`src/rtl/opsel_decode_seq_if.sv`:
```
// Command channel for opsel_decode_seq.
// Handshake: a command transfers on a rising clk edge where cmd_valid && cmd_ready.
// The source keeps cmd_valid, cmd_reg and cmd_opsel stable until that edge.
// The sink drives cmd_ready from its state only, never from cmd_valid.
interface opsel_decode_seq_if;
  logic       cmd_valid;
  logic       cmd_ready;
  logic [3:0] cmd_reg;
  logic [3:0] cmd_opsel;

  modport master (
    output cmd_valid,
    output cmd_reg,
    output cmd_opsel,
    input  cmd_ready
  );

  modport slave (
    input  cmd_valid,
    input  cmd_reg,
    input  cmd_opsel,
    output cmd_ready
  );
endinterface

```
`src/rtl/opsel_decode_seq.sv`:
```
// Decodes an operation select into per-register one-hot enable pulses.
// The SRAM op (opsel 8) holds its enable in SRAM_WAIT until sram_done or a timeout.
module opsel_decode_seq #(
  parameter int SRAM_TIMEOUT = 16
) (
  input  logic                clk,
  input  logic                n_rst,
  opsel_decode_seq_if.slave   cmd,
  input  logic                sram_done,
  input  logic                err_clr,
  output logic [7:0]          en0,
  output logic [7:0]          en1,
  output logic [7:0]          en2,
  output logic [7:0]          en3,
  output logic [7:0]          en4,
  output logic [7:0]          en5,
  output logic [7:0]          en6,
  output logic [7:0]          en7,
  output logic [7:0]          en8,
  output logic [7:0]          en9,
  output logic [7:0]          en10,
  output logic [7:0]          en11,
  output logic [7:0]          en12,
  output logic [7:0]          en13,
  output logic [7:0]          en14,
  output logic [7:0]          en15,
  output logic                busy,
  output logic                err_illegal,
  output logic                err_timeout,
  output logic                dbg_state
);

  typedef enum logic {
    ST_IDLE = 1'b0,
    ST_WAIT = 1'b1
  } state_t;

  // Last counter value allowed in SRAM_WAIT before aborting.
  localparam logic [7:0] TMO_LAST = 8'(SRAM_TIMEOUT - 1);

  state_t            state_q, state_d;
  logic [7:0]        cnt_q, cnt_d;
  logic [3:0]        reg_q, reg_d;
  logic [15:0][7:0]  en_q, en_d;
  logic              err_illegal_q, err_illegal_d;
  logic              err_timeout_q, err_timeout_d;
  logic              accept;

  // Enable bit for each opsel; opsel 8 maps to the sram_en bit (bit 6).
  function automatic logic [7:0] decode_op(input logic [3:0] op);
    logic [7:0] v;
    case (op)
      4'd1:    v = 8'h01;
      4'd2:    v = 8'h02;
      4'd3:    v = 8'h04;
      4'd4:    v = 8'h08;
      4'd5:    v = 8'h10;
      4'd6:    v = 8'h20;
      4'd7:    v = 8'h80;
      4'd8:    v = 8'h40;
      default: v = 8'h00;
    endcase
    return v;
  endfunction

  assign accept = (state_q == ST_IDLE) && cmd.cmd_valid;

  // Next-state, enable and sticky-error computation.
  always_comb begin
    state_d       = state_q;
    cnt_d         = cnt_q;
    reg_d         = reg_q;
    en_d          = '0;
    // A set in the same cycle overrides the clear below.
    err_illegal_d = err_illegal_q & ~err_clr;
    err_timeout_d = err_timeout_q & ~err_clr;
    case (state_q)
      ST_IDLE: begin
        if (accept) begin
          if (cmd.cmd_opsel >= 4'd9) begin
            err_illegal_d = 1'b1;
          end else if (cmd.cmd_opsel == 4'd8) begin
            state_d            = ST_WAIT;
            reg_d              = cmd.cmd_reg;
            cnt_d              = 8'd0;
            en_d[cmd.cmd_reg]  = 8'h40;
          end else begin
            en_d[cmd.cmd_reg]  = decode_op(cmd.cmd_opsel);
          end
        end
      end
      ST_WAIT: begin
        // Completion has priority over the timeout in the same cycle.
        if (sram_done) begin
          state_d = ST_IDLE;
          cnt_d   = 8'd0;
        end else if (cnt_q == TMO_LAST) begin
          state_d       = ST_IDLE;
          cnt_d         = 8'd0;
          err_timeout_d = 1'b1;
        end else begin
          cnt_d        = cnt_q + 8'd1;
          en_d[reg_q]  = 8'h40;
        end
      end
      default: begin
        state_d = ST_IDLE;
        cnt_d   = 8'd0;
      end
    endcase
  end

  // State, counter, captured register index, enables and error flags.
  always_ff @(posedge clk or negedge n_rst) begin
    if (!n_rst) begin
      state_q       <= ST_IDLE;
      cnt_q         <= 8'd0;
      reg_q         <= 4'd0;
      en_q          <= '0;
      err_illegal_q <= 1'b0;
      err_timeout_q <= 1'b0;
    end else begin
      state_q       <= state_d;
      cnt_q         <= cnt_d;
      reg_q         <= reg_d;
      en_q          <= en_d;
      err_illegal_q <= err_illegal_d;
      err_timeout_q <= err_timeout_d;
    end
  end

  assign cmd.cmd_ready = (state_q == ST_IDLE);
  assign busy          = (state_q == ST_WAIT);
  assign dbg_state     = (state_q == ST_WAIT);
  assign err_illegal   = err_illegal_q;
  assign err_timeout   = err_timeout_q;

  assign en0  = en_q[0];
  assign en1  = en_q[1];
  assign en2  = en_q[2];
  assign en3  = en_q[3];
  assign en4  = en_q[4];
  assign en5  = en_q[5];
  assign en6  = en_q[6];
  assign en7  = en_q[7];
  assign en8  = en_q[8];
  assign en9  = en_q[9];
  assign en10 = en_q[10];
  assign en11 = en_q[11];
  assign en12 = en_q[12];
  assign en13 = en_q[13];
  assign en14 = en_q[14];
  assign en15 = en_q[15];

endmodule

```
`src/flat_wrapper.sv`:
```
// flat-port wrapper written by rule: the top's interface ports become plain ports
module opsel_decode_seq_flat 
#(
  parameter int SRAM_TIMEOUT = 16
)
  (clk, n_rst, sram_done, err_clr, en0, en1, en2, en3, en4, en5, en6, en7, en8, en9, en10, en11, en12, en13, en14, en15, busy, err_illegal, err_timeout, dbg_state, cmd_cmd_valid, cmd_cmd_reg, cmd_cmd_opsel, cmd_cmd_ready);
  opsel_decode_seq_if cmd_i ();
  input  logic clk;
  input  logic n_rst;
  input  logic sram_done;
  input  logic err_clr;
  output logic [7:0] en0;
  output logic [7:0] en1;
  output logic [7:0] en2;
  output logic [7:0] en3;
  output logic [7:0] en4;
  output logic [7:0] en5;
  output logic [7:0] en6;
  output logic [7:0] en7;
  output logic [7:0] en8;
  output logic [7:0] en9;
  output logic [7:0] en10;
  output logic [7:0] en11;
  output logic [7:0] en12;
  output logic [7:0] en13;
  output logic [7:0] en14;
  output logic [7:0] en15;
  output logic busy;
  output logic err_illegal;
  output logic err_timeout;
  output logic dbg_state;
  input wire logic [$bits(cmd_i.cmd_valid)-1:0] cmd_cmd_valid;
  input wire logic [$bits(cmd_i.cmd_reg)-1:0] cmd_cmd_reg;
  input wire logic [$bits(cmd_i.cmd_opsel)-1:0] cmd_cmd_opsel;
  output wire logic [$bits(cmd_i.cmd_ready)-1:0] cmd_cmd_ready;
  assign cmd_i.cmd_valid = cmd_cmd_valid;
  assign cmd_i.cmd_reg = cmd_cmd_reg;
  assign cmd_i.cmd_opsel = cmd_cmd_opsel;
  assign cmd_cmd_ready = cmd_i.cmd_ready;
  opsel_decode_seq #(.SRAM_TIMEOUT(SRAM_TIMEOUT)) u_core (.clk(clk), .n_rst(n_rst), .cmd(cmd_i), .sram_done(sram_done), .err_clr(err_clr), .en0(en0), .en1(en1), .en2(en2), .en3(en3), .en4(en4), .en5(en5), .en6(en6), .en7(en7), .en8(en8), .en9(en9), .en10(en10), .en11(en11), .en12(en12), .en13(en13), .en14(en14), .en15(en15), .busy(busy), .err_illegal(err_illegal), .err_timeout(err_timeout), .dbg_state(dbg_state));
endmodule
```
`config.mk`:
```
export PLATFORM = sky130hd
export DESIGN_NAME = opsel_decode_seq_flat
export DESIGN_NICKNAME = d
export VERILOG_FILES = /design/src/rtl/opsel_decode_seq_if.sv /design/src/rtl/opsel_decode_seq.sv /design/src/flat_wrapper.sv
export SDC_FILE = /design/constraint.sdc
export NUM_CORES = 1
export LEC_CHECK = 0
export ABC_CLOCK_PERIOD_IN_PS = 3150
export CORE_AREA = 3 3 102 104
export DETAILED_ROUTE_END_ITERATION = 10
export DIE_AREA = 0 0 105 107
export PLACE_DENSITY = 0.9
export SETUP_SLACK_MARGIN = 0.1
export SLEW_MARGIN = 20
export SYNTH_ARGS = -nofsm -noshare
export SYNTH_HDL_FRONTEND = slang
export SYNTH_SLANG_ARGS = --single-unit
```
`constraint.sdc`:
```
create_clock -name clk -period 3.15 [get_ports clk]
set_clock_uncertainty 0.1 [all_clocks]
set_input_delay 0.63 -clock clk [delete_from_list [all_inputs] [get_ports clk]]
set_output_delay 0.63 -clock clk [all_outputs]
set_load 0.1 [all_outputs]
```
After elaboration in Yosys (flattened, before gate mapping)
Memories as Yosys holds them, arrays and structs flattened.
Index checks and enable logic that the tools add are counted.
W data, S select, Z words.
Word-level totals
  register bits: 143
  memory bits (read-only): 128
  input port bits: 13
  output and inout bits: 133
  word-level logic and storage cells: 76
  memories kept: 1
Memory list
  (no name shown): depth 16, width 8, read ports 1, clocked after Yosys merged registers in 0, write ports 0, line opsel_decode_seq.sv:52  | case (op)
Cells by class
  $add $sub $neg: 1
  $lt $le $gt $ge: 5
  equal/unequal tests: 5
  multiplexer cells: 32
  bitwise gates (word level): 6
  reductions and logical operators: 5
Operators with widths (count)
  $mux W128: 4
  $pmux W128 S2: 1
  $and A128 B128 Y128: 1
  $mux W127: 1
  $mux W8: 11
  $demux W8 S4: 2
  $pmux W8 S2: 1
  $mux W1: 11
  $lt A4 B5 Y1 const B: 2
  $add A8 B1 Y8 const B: 1
  $eq A8 B4 Y1 const B: 1
  $ge A4 B1 Y1 const B: 2
  $eq A4 B4 Y1 const B: 1
  $ge A4 B4 Y1 const B: 1
  $ne A2 B1 Y1 const B: 2
  $reduce_and A4 Y1: 1
  $logic_and A1 B1 Y1: 3
  $not A1 Y1: 3
  $reduce_and A3 Y1: 1
  $and A1 B1 Y1: 2
  $ne A2 B2 Y1 const B: 1
  $pmux W1 S2: 1

Depth between registers and ports, before layout
Gate-level depths: netlist of the first run.
  word-level depth: 10
  gate-level depth with buffers: 5
  mapped depth without buffers: 5

Worst setup path before layout of the first run
No wires, ideal clock.
  kind: reg-to-output
  start: reg u_core.state_q, in the netlist u_core.busy
  end: out cmd_cmd_ready
  data arrival time: 1683 ps
  data required time: 2420 ps
  path slack: 737 ps
  stages on the path, launching flop included: 2
  path buffers: 0
  cell sequence: dfrtp_1 -> inv_1
On the way
  longest elaborated chain between the ends: 1
Ends and longest elaborated chain
  start, declared: line opsel_decode_seq.sv:41  | state_t state_q, state_d;
  start signal, assigned: line opsel_decode_seq.sv:123  | state_q <= state_d;
  $not A1 Y1 (no source line)
  end, declared: line flat_wrapper.sv:35  | output wire logic [$bits(cmd_i.cmd_ready)-1:0] cmd_cmd_ready;
No other way between the ends.

==> results of run 1 <==
## worst max-delay path by stage
stage               depth (start not counted)             start             end  slack [ns]
detailed placement                          4  cmd_cmd_opsel[1]   u_core.en7[6]        0.63
finish                                      4  cmd_cmd_opsel[1]  u_core.en11[6]        1.00
CTS                                         2       u_core.busy   cmd_cmd_ready        1.05
floorplan                                   1       u_core.busy   cmd_cmd_ready        0.74
global placement                            5     cmd_cmd_valid   u_core.en3[6]        0.74
global route                                4  cmd_cmd_opsel[1]   u_core.en6[6]        0.95
## sequential cells by signal, summed over array words and instances, names as in the netlist
name,count
u_core.reg_q,4
u_core.en8,8
u_core.en12,8
u_core.en0,8
u_core.en5,8
u_core.en11,8
u_core.en6,8
u_core.en7,8
u_core.en15,8
u_core.en10,8
u_core.en9,8
u_core.busy,1
u_core.err_timeout,1
u_core.cnt_q,8
u_core.en13,8
u_core.err_illegal,1
u_core.en3,8
u_core.en14,8
u_core.en4,8
u_core.en1,8
u_core.en2,8
## power breakdown
part	total, W	internal, W	switching [W]
Combinational	0.000222	0.0000591	0.000163
Clock	0.00201	0.00125	0.000760
Sequential	0.00189	0.00186	0.0000257
## stage by stage
step	power [W]	hold WS [ns]	worst slack [ns]
floorplan	0.00204	0.234	0.737
global placement	0.00213	0.428	0.740
detailed placement	0.00214	0.438	0.634
CTS	0.00414	0.0364	1.05
global route	0.00425	0.0538	0.955
finish	0.00412	0.00665	1.00
## routing by layer
layer | up-vias | share of wire (%)
met5 | - | 0
met4 | 0 | 2.5
met3 | 24 | 6.9
met2 | 165 | 50
met1 | 1731 | 40
li1 | 1545 | -
## cells in the mapped netlist (all sizes together)
| cell | count |
|---|---|
| or3 | 2 |
| nor3 | 3 |
| and3 | 3 |
| and2b | 1 |
| a21oi | 3 |
| inv | 4 |
| and3b | 2 |
| nand4 | 1 |
| a22o | 1 |
| or2 | 1 |
| o21ai | 6 |
| nor2b | 5 |
| ha | 1 |
| a21o | 1 |
| clkbuf | 7 |
| nand2 | 27 |
| nor2 | 116 |
| a221o | 1 |
| o22ai | 18 |
| dfrtp | 143 |
| a31oi | 1 |
| mux2 | 4 |
| nand3 | 15 |
| nand2b | 3 |
| xor2 | 1 |
| xnor2 | 1 |
| nand3b | 2 |
| nor3b | 1 |
| buf | 2 |
| nor4 | 1 |
## final cells by class
cell class,count,area [um2],share of cell area (%)
Sequential cell,143,3580,54.4
Timing Repair Buffer,149,1150,17.5
Multi-Input combinational cell,221,1070,16.2
Clock buffer,20,445,6.77
Tap cell,133,166,2.53
Clock inverter,12,159,2.41
Inverter,4,15.0,0.228
## cells by family after synthesis
kind of cell,after synthesis
AOI/OAI and AO/OA,31
xor gates and xnor gates,2
adders and majority gates,1
buffers and inverters,13
DFF,143
muxes,4
and+or+nand+nor,183
## cell usage in the layout, fill, tap and decap left out, types with 2 or more instances in the layout
cell type          n
inv_1              4
and3b_1            2
nor3_1             3
bufinv_16          3
clkinv_4           3
o22ai_1           18
clkinvlp_4         2
clkinv_2           2
buf_4            137
nor2_1           116
clkbuf_8           3
nand3b_1           2
nand3_1           15
mux2_2             4
inv_6              2
nand2b_1           3
a21oi_1            2
o21ai_0            6
dfrtp_1          143
clkbuf_16         16
nand2_1           27
and3_1             3
clkdlybuf4s50_1   11
nor2b_1            4
==> flow_metrics.tcl, run 1 <==
set metrics [dict create \
    synthDominantCellAreaShare_pct 76.1 \
    row_count 36 \
    fin_crit_ns 2.15 \
    cts_resized 0 \
    final_util_pct 68.3 \
    cts_buffers 17 \
    cts_sinks 143 \
    cts_hold_buf 0 \
    wire_per_inst_um 17.8 \
    synth.area.mux_share_pct 0.958 \
    rrSetupSlack_ns 1.22 \
    final.fill_count 704 \
    antenna_left 0 \
    die_w_um 105 \
    crit_path_max_incr_delay_ns 0.54 \
    path_cells "clkdlybuf4s50_1, nor3_1, nand2_1, o22ai_1" \
    ys_warn_count 0 \
    drt_iter0_drc 188 \
    rsz0062_at_grt "no" \
    use_met1_pct 27.5 \
    path_clk_slew_ns 0.06 \
    cp_max_fo 16 \
    layout-area-overhead-vs-synth_pct 40.0 \
    wirelength_um 12100 \
    syn_inst 377 \
    final.period_utilization_pct 68.2 \
    path_class "in2reg" \
    crit_arrival_ns 2.48 \
    maxSlewViolCount 0 \
    dp.final_hpwl_um 8200 \
    worst_pin_slew_ns 0.738 \
    syn_area_um2 4700 \
    clk_latency_ns 0.52 \
    status "completed" \
    grt_max_degree 80 \
    r2r-start "u_core.cnt_q[0]" \
    dp_cells 650 \
    r2r_end "u_core.en6[6]" \
    cp.required_ns 3.48 \
    dpl_cell_area_um2 5980 \
    synth_nets 391 \
    syn_area_per_cell_um2 12.5 \
    r2r_cells 5 \
    post_route_cells_drive_above_1_share_pct 33.0 \
    track_usage_pct 22.4 \
    n_antenna_cell 0 \
    firstDrtPassIters 4 \
    gr-total-overflow 0 \
    stdcell_area_um2 6580 \
    synth_adder_area_share_pct 0.266 \
    numPortBuffers 145 \
    powerDensity_nw_per_um2 626 \
    crit_path_top_delay_cell "nor3_1" \
    setup_viol 0 \
    seq_area_frac_synth_pct 76.1 \
    startpoint_type "input pin" \
    synth_top_family_by_area "simple AND/OR/NAND/NOR gates" \
    root_buffer "clkbuf_8" \
    grt_pass1_wl_um 18700 \
    max_cap_violations 0 \
    met3_usage_pct 6.68 \
    h-tree-depth 4 \
    initial_core_util_pct 48.8 \
    hp-class "in2async" \
    dieArea_um2 11200 \
    drc 0 \
    viasPerCell 5.08 \
    grt_util_met2_pct 37.0 \
    grt_pass1_vias 3493 \
    io_pins 146 \
    synth-compound-area-share_pct 4.28 \
    hold_viol 0 \
    leakage_nw 3.33 \
    ys_types 34 \
    finalNetCount 550 \
    antenna_found_initial 0 \
    end_kind "register" \
    clock.fmax_mhz 465 \
    vdd_drop_max_mv 0.478 \
    synth-simple-area-share_pct 16.9 \
    synth-xor-area-share_pct 0.373 \
    die_y_um 107 \
    fin_setup_tns_ns 0 \
    worst_slew_margin_rel_pct 50.7 \
    dr_total_vias 3465 \
    postCtsSetupBuffers 0 \
    path_delay_family "simple AND/OR/NAND/NOR gates" \
    cts_tree "built" \
    gp_congestion 0.872 \
    cp.buffers_inverters 1 \
    yosysTopAreaCell "dfrtp_1" \
    ys_ff_latch 143 \
    grt_busiest_layer "met2" \
    synth_area_leaders "dfrtp_1 (76%), nor2_1 (9.3%), o22ai_1 (2.4%)" \
    final_cells 682 \
    clock_path_buffers 2 \
    core-area_um2 9640 \
]
Power figures use the tool's default switching activity.
==> run 2, diff against run 1 <==
--- a/config.mk
+++ b/config.mk
@@ -5,11 +5,11 @@
 export SDC_FILE = /design/constraint.sdc
 export NUM_CORES = 1
 export LEC_CHECK = 0
-export ABC_CLOCK_PERIOD_IN_PS = 3150
-export CORE_AREA = 3 3 102 104
+export ABC_CLOCK_PERIOD_IN_PS = 2050
+export CORE_AREA = 3 3 106 108
 export DETAILED_ROUTE_END_ITERATION = 10
-export DIE_AREA = 0 0 105 107
-export PLACE_DENSITY = 0.9
+export DIE_AREA = 0 0 109 111
+export PLACE_DENSITY = 0.84
 export SETUP_SLACK_MARGIN = 0.1
 export SLEW_MARGIN = 20
 export SYNTH_ARGS = -nofsm -noshare
==> constraint.sdc (replaced) <==
create_clock -name clk -period 2.05 [get_ports clk]
set_clock_uncertainty 0.1 [all_clocks]
set_input_delay 0.41 -clock clk [delete_from_list [all_inputs] [get_ports clk]]
set_output_delay 0.41 -clock clk [all_outputs]
set_load 0.1 [all_outputs]
==> run 2 against run 1 <==
Register-to-register slack lost 1.0 ns. Via count up 4.9%. Global-route usage hardly changed. Sequential share of layout area decreased by 1.7 points. First-iteration DRC count is 73% higher. Clock power grew 41%. Utilization decreased by 2.4 points. Count of clock-buffer cells in the layout fell by 3. Critical path type is now reg2reg. Critical endpoint is now u_core.cnt_q[5].
==> flow_metrics.tcl, run 2 (same netlist as run 1, synthesis figures left out) <==
set metrics [dict create \
    cp.buffers_inverters 1 \
    startpoint_type "register" \
    track_usage_pct 22.4 \
    n_antenna_cell 0 \
    cts_buffers 17 \
    crit_path_max_incr_delay_ns 0.42 \
    worst_pin_slew_ns 0.490 \
    path_class "reg2reg" \
    cp_max_fo 5 \
    clock.fmax_mhz 535 \
    final_cell_mix "buf_4 (149), dfrtp_1 (142), nor2_1 (116), nand2_1 (27), o22ai_1 (18)" \
    dieArea_um2 12100 \
    wire_per_inst_um 18.5 \
    viasPerCell 5.15 \
    firstDrtPassIters 5 \
    p_comb_share_pct 6.2 \
    path_delay_family "simple AND/OR/NAND/NOR gates" \
    r2r_cells 6 \
    gp_congestion 0.931 \
    io_pins 146 \
    final.period_utilization_pct 91.1 \
    cts_tree "built" \
    end_kind "register" \
    antenna_found_initial 0 \
    clk_latency_ns 0.51 \
    crit_path_top_delay_cell "dfrtp_1" \
    max_cap_violations 0 \
    hold_viol 0 \
    post_route_cells_drive_above_1_share_pct 35.6 \
    antenna_left 0 \
    layout.cells.most_common "buf_4" \
    grt_pass1_vias 3721 \
    drc 0 \
    p_sw_share_pct 25.9 \
    h-tree-depth 4 \
    status "completed" \
    dp.final_hpwl_um 9010 \
    switching_power_w 0.00158 \
    dp_cells 673 \
    die_y_um 111 \
    numPortBuffers 145 \
    grt_pass1_wl_um 20200 \
    crit_arrival_ns 2.22 \
    powerDensity_nw_per_um2 897 \
    finalNetCount 571 \
    cts_hold_buf 1 \
    initial_core_util_pct 45.5 \
    postCtsSetupBuffers 0 \
    rsz0062_at_grt "no" \
    wirelength_um 13100 \
    worst_slew_margin_rel_pct 67.3 \
    die_w_um 109 \
    setup_viol 0 \
    clock_path_buffers 2 \
    root_buffer "clkbuf_8" \
    row_count 37 \
    power.internal_w 0.00452 \
    rrSetupSlack_ns 0.18 \
    leakage_nw 3.43 \
    clockPowerShare_pct 46.4 \
    holdWs_ns 0.302 \
    grt_max_degree 56 \
    cp.required_ns 2.40 \
    hp-class "in2async" \
    gr-total-overflow 0 \
    core-area_um2 10300 \
    layout-area-overhead-vs-synth_pct 44.7 \
    r2r-start "u_core.cnt_q[0]" \
    fin_crit_ns 1.87 \
    path_cells "ha_1, and3_1, a21o_2, buf_4, or3_1, nand3_1" \
    p_seq_share_pct 47.4 \
    dr_total_vias 3634 \
    vdd_drop_max_mv 0.519 \
    r2r_end "u_core.cnt_q[5]" \
    path_clk_slew_ns 0.07 \
    cts_resized 0 \
    drt_iter0_drc 326 \
    final_cells 706 \
    maxSlewViolCount 0 \
    cts_sinks 143 \
]
==> run 2: power groups by stage <==
stage | combinational [W] | sequential [W] | clock, W
finish | 0.000376 | 0.00290 | 0.00283
global route | 0.000405 | 0.00290 | 0.00304
CTS | 0.000377 | 0.00289 | 0.00289
detailed placement | 0.000372 | 0.00295 | 0
global placement | 0.000362 | 0.00294 | 0
floorplan | 0.000124 | 0.00301 | 0
==> run 2: layout make-up <==
type | count | area (um2)
inverters | 4 | 15.0
repair buffers | 170 | 1410
fillers | 734 | 3520
clock inverters | 15 | 145
well taps | 136 | 170
multi-input cells | 221 | 1070
flip-flops and latches | 143 | 3580
clock buffers | 17 | 414
==> run 2: how the worst max path moves through the flow <==
stage / from / to / cells past startpoint / slack [ns]
6_report: u_core.cnt_q[0] / u_core.cnt_q[5] / 6 / 0.18
3_3_place_gp: cmd_cmd_valid / u_core.en4[6] / 5 / 0.002
2_1_floorplan: u_core.busy / u_core.en1[6] / 4 / 0.23
3_5_place_dp: cmd_cmd_valid / u_core.en1[6] / 5 / -0.04
4_1_cts: u_core.cnt_q[0] / u_core.cnt_q[5] / 6 / 0.18
5_1_grt: u_core.cnt_q[0] / u_core.en0[6] / 5 / 0.13
==> run 2: stage by stage <==
| stage | worst slack (ns) | setup TNS (ns) | utilization [%] | cell area, um2 | total power, W |
|---|---|---|---|---|---|
| 2_1_floorplan | 0.232 | 0 | - | 4700 | 0.00313 |
| 3_3_place_gp | 0.00179 | 0 | 60.4 | 6230 | 0.00331 |
| 3_5_place_dp | -0.0432 | -0.239 | 60.4 | 6230 | 0.00332 |
| 4_1_cts | 0.182 | 0 | 65.9 | 6800 | 0.00616 |
| 5_1_grt | 0.130 | 0 | 65.9 | 6800 | 0.00635 |
| 6_report | 0.182 | 0 | 65.9 | 6800 | 0.00611 |
==> run 2: metal layers <==
layer  up-vias  GRT usage (%)  part of all wire [%]
met5         -              0                     0
met4         0           7.91                   2.6
met3        28           6.35                   7.5
met2       194           38.2                    52
met1      1811           26.7                    38
li1       1601              -                     -
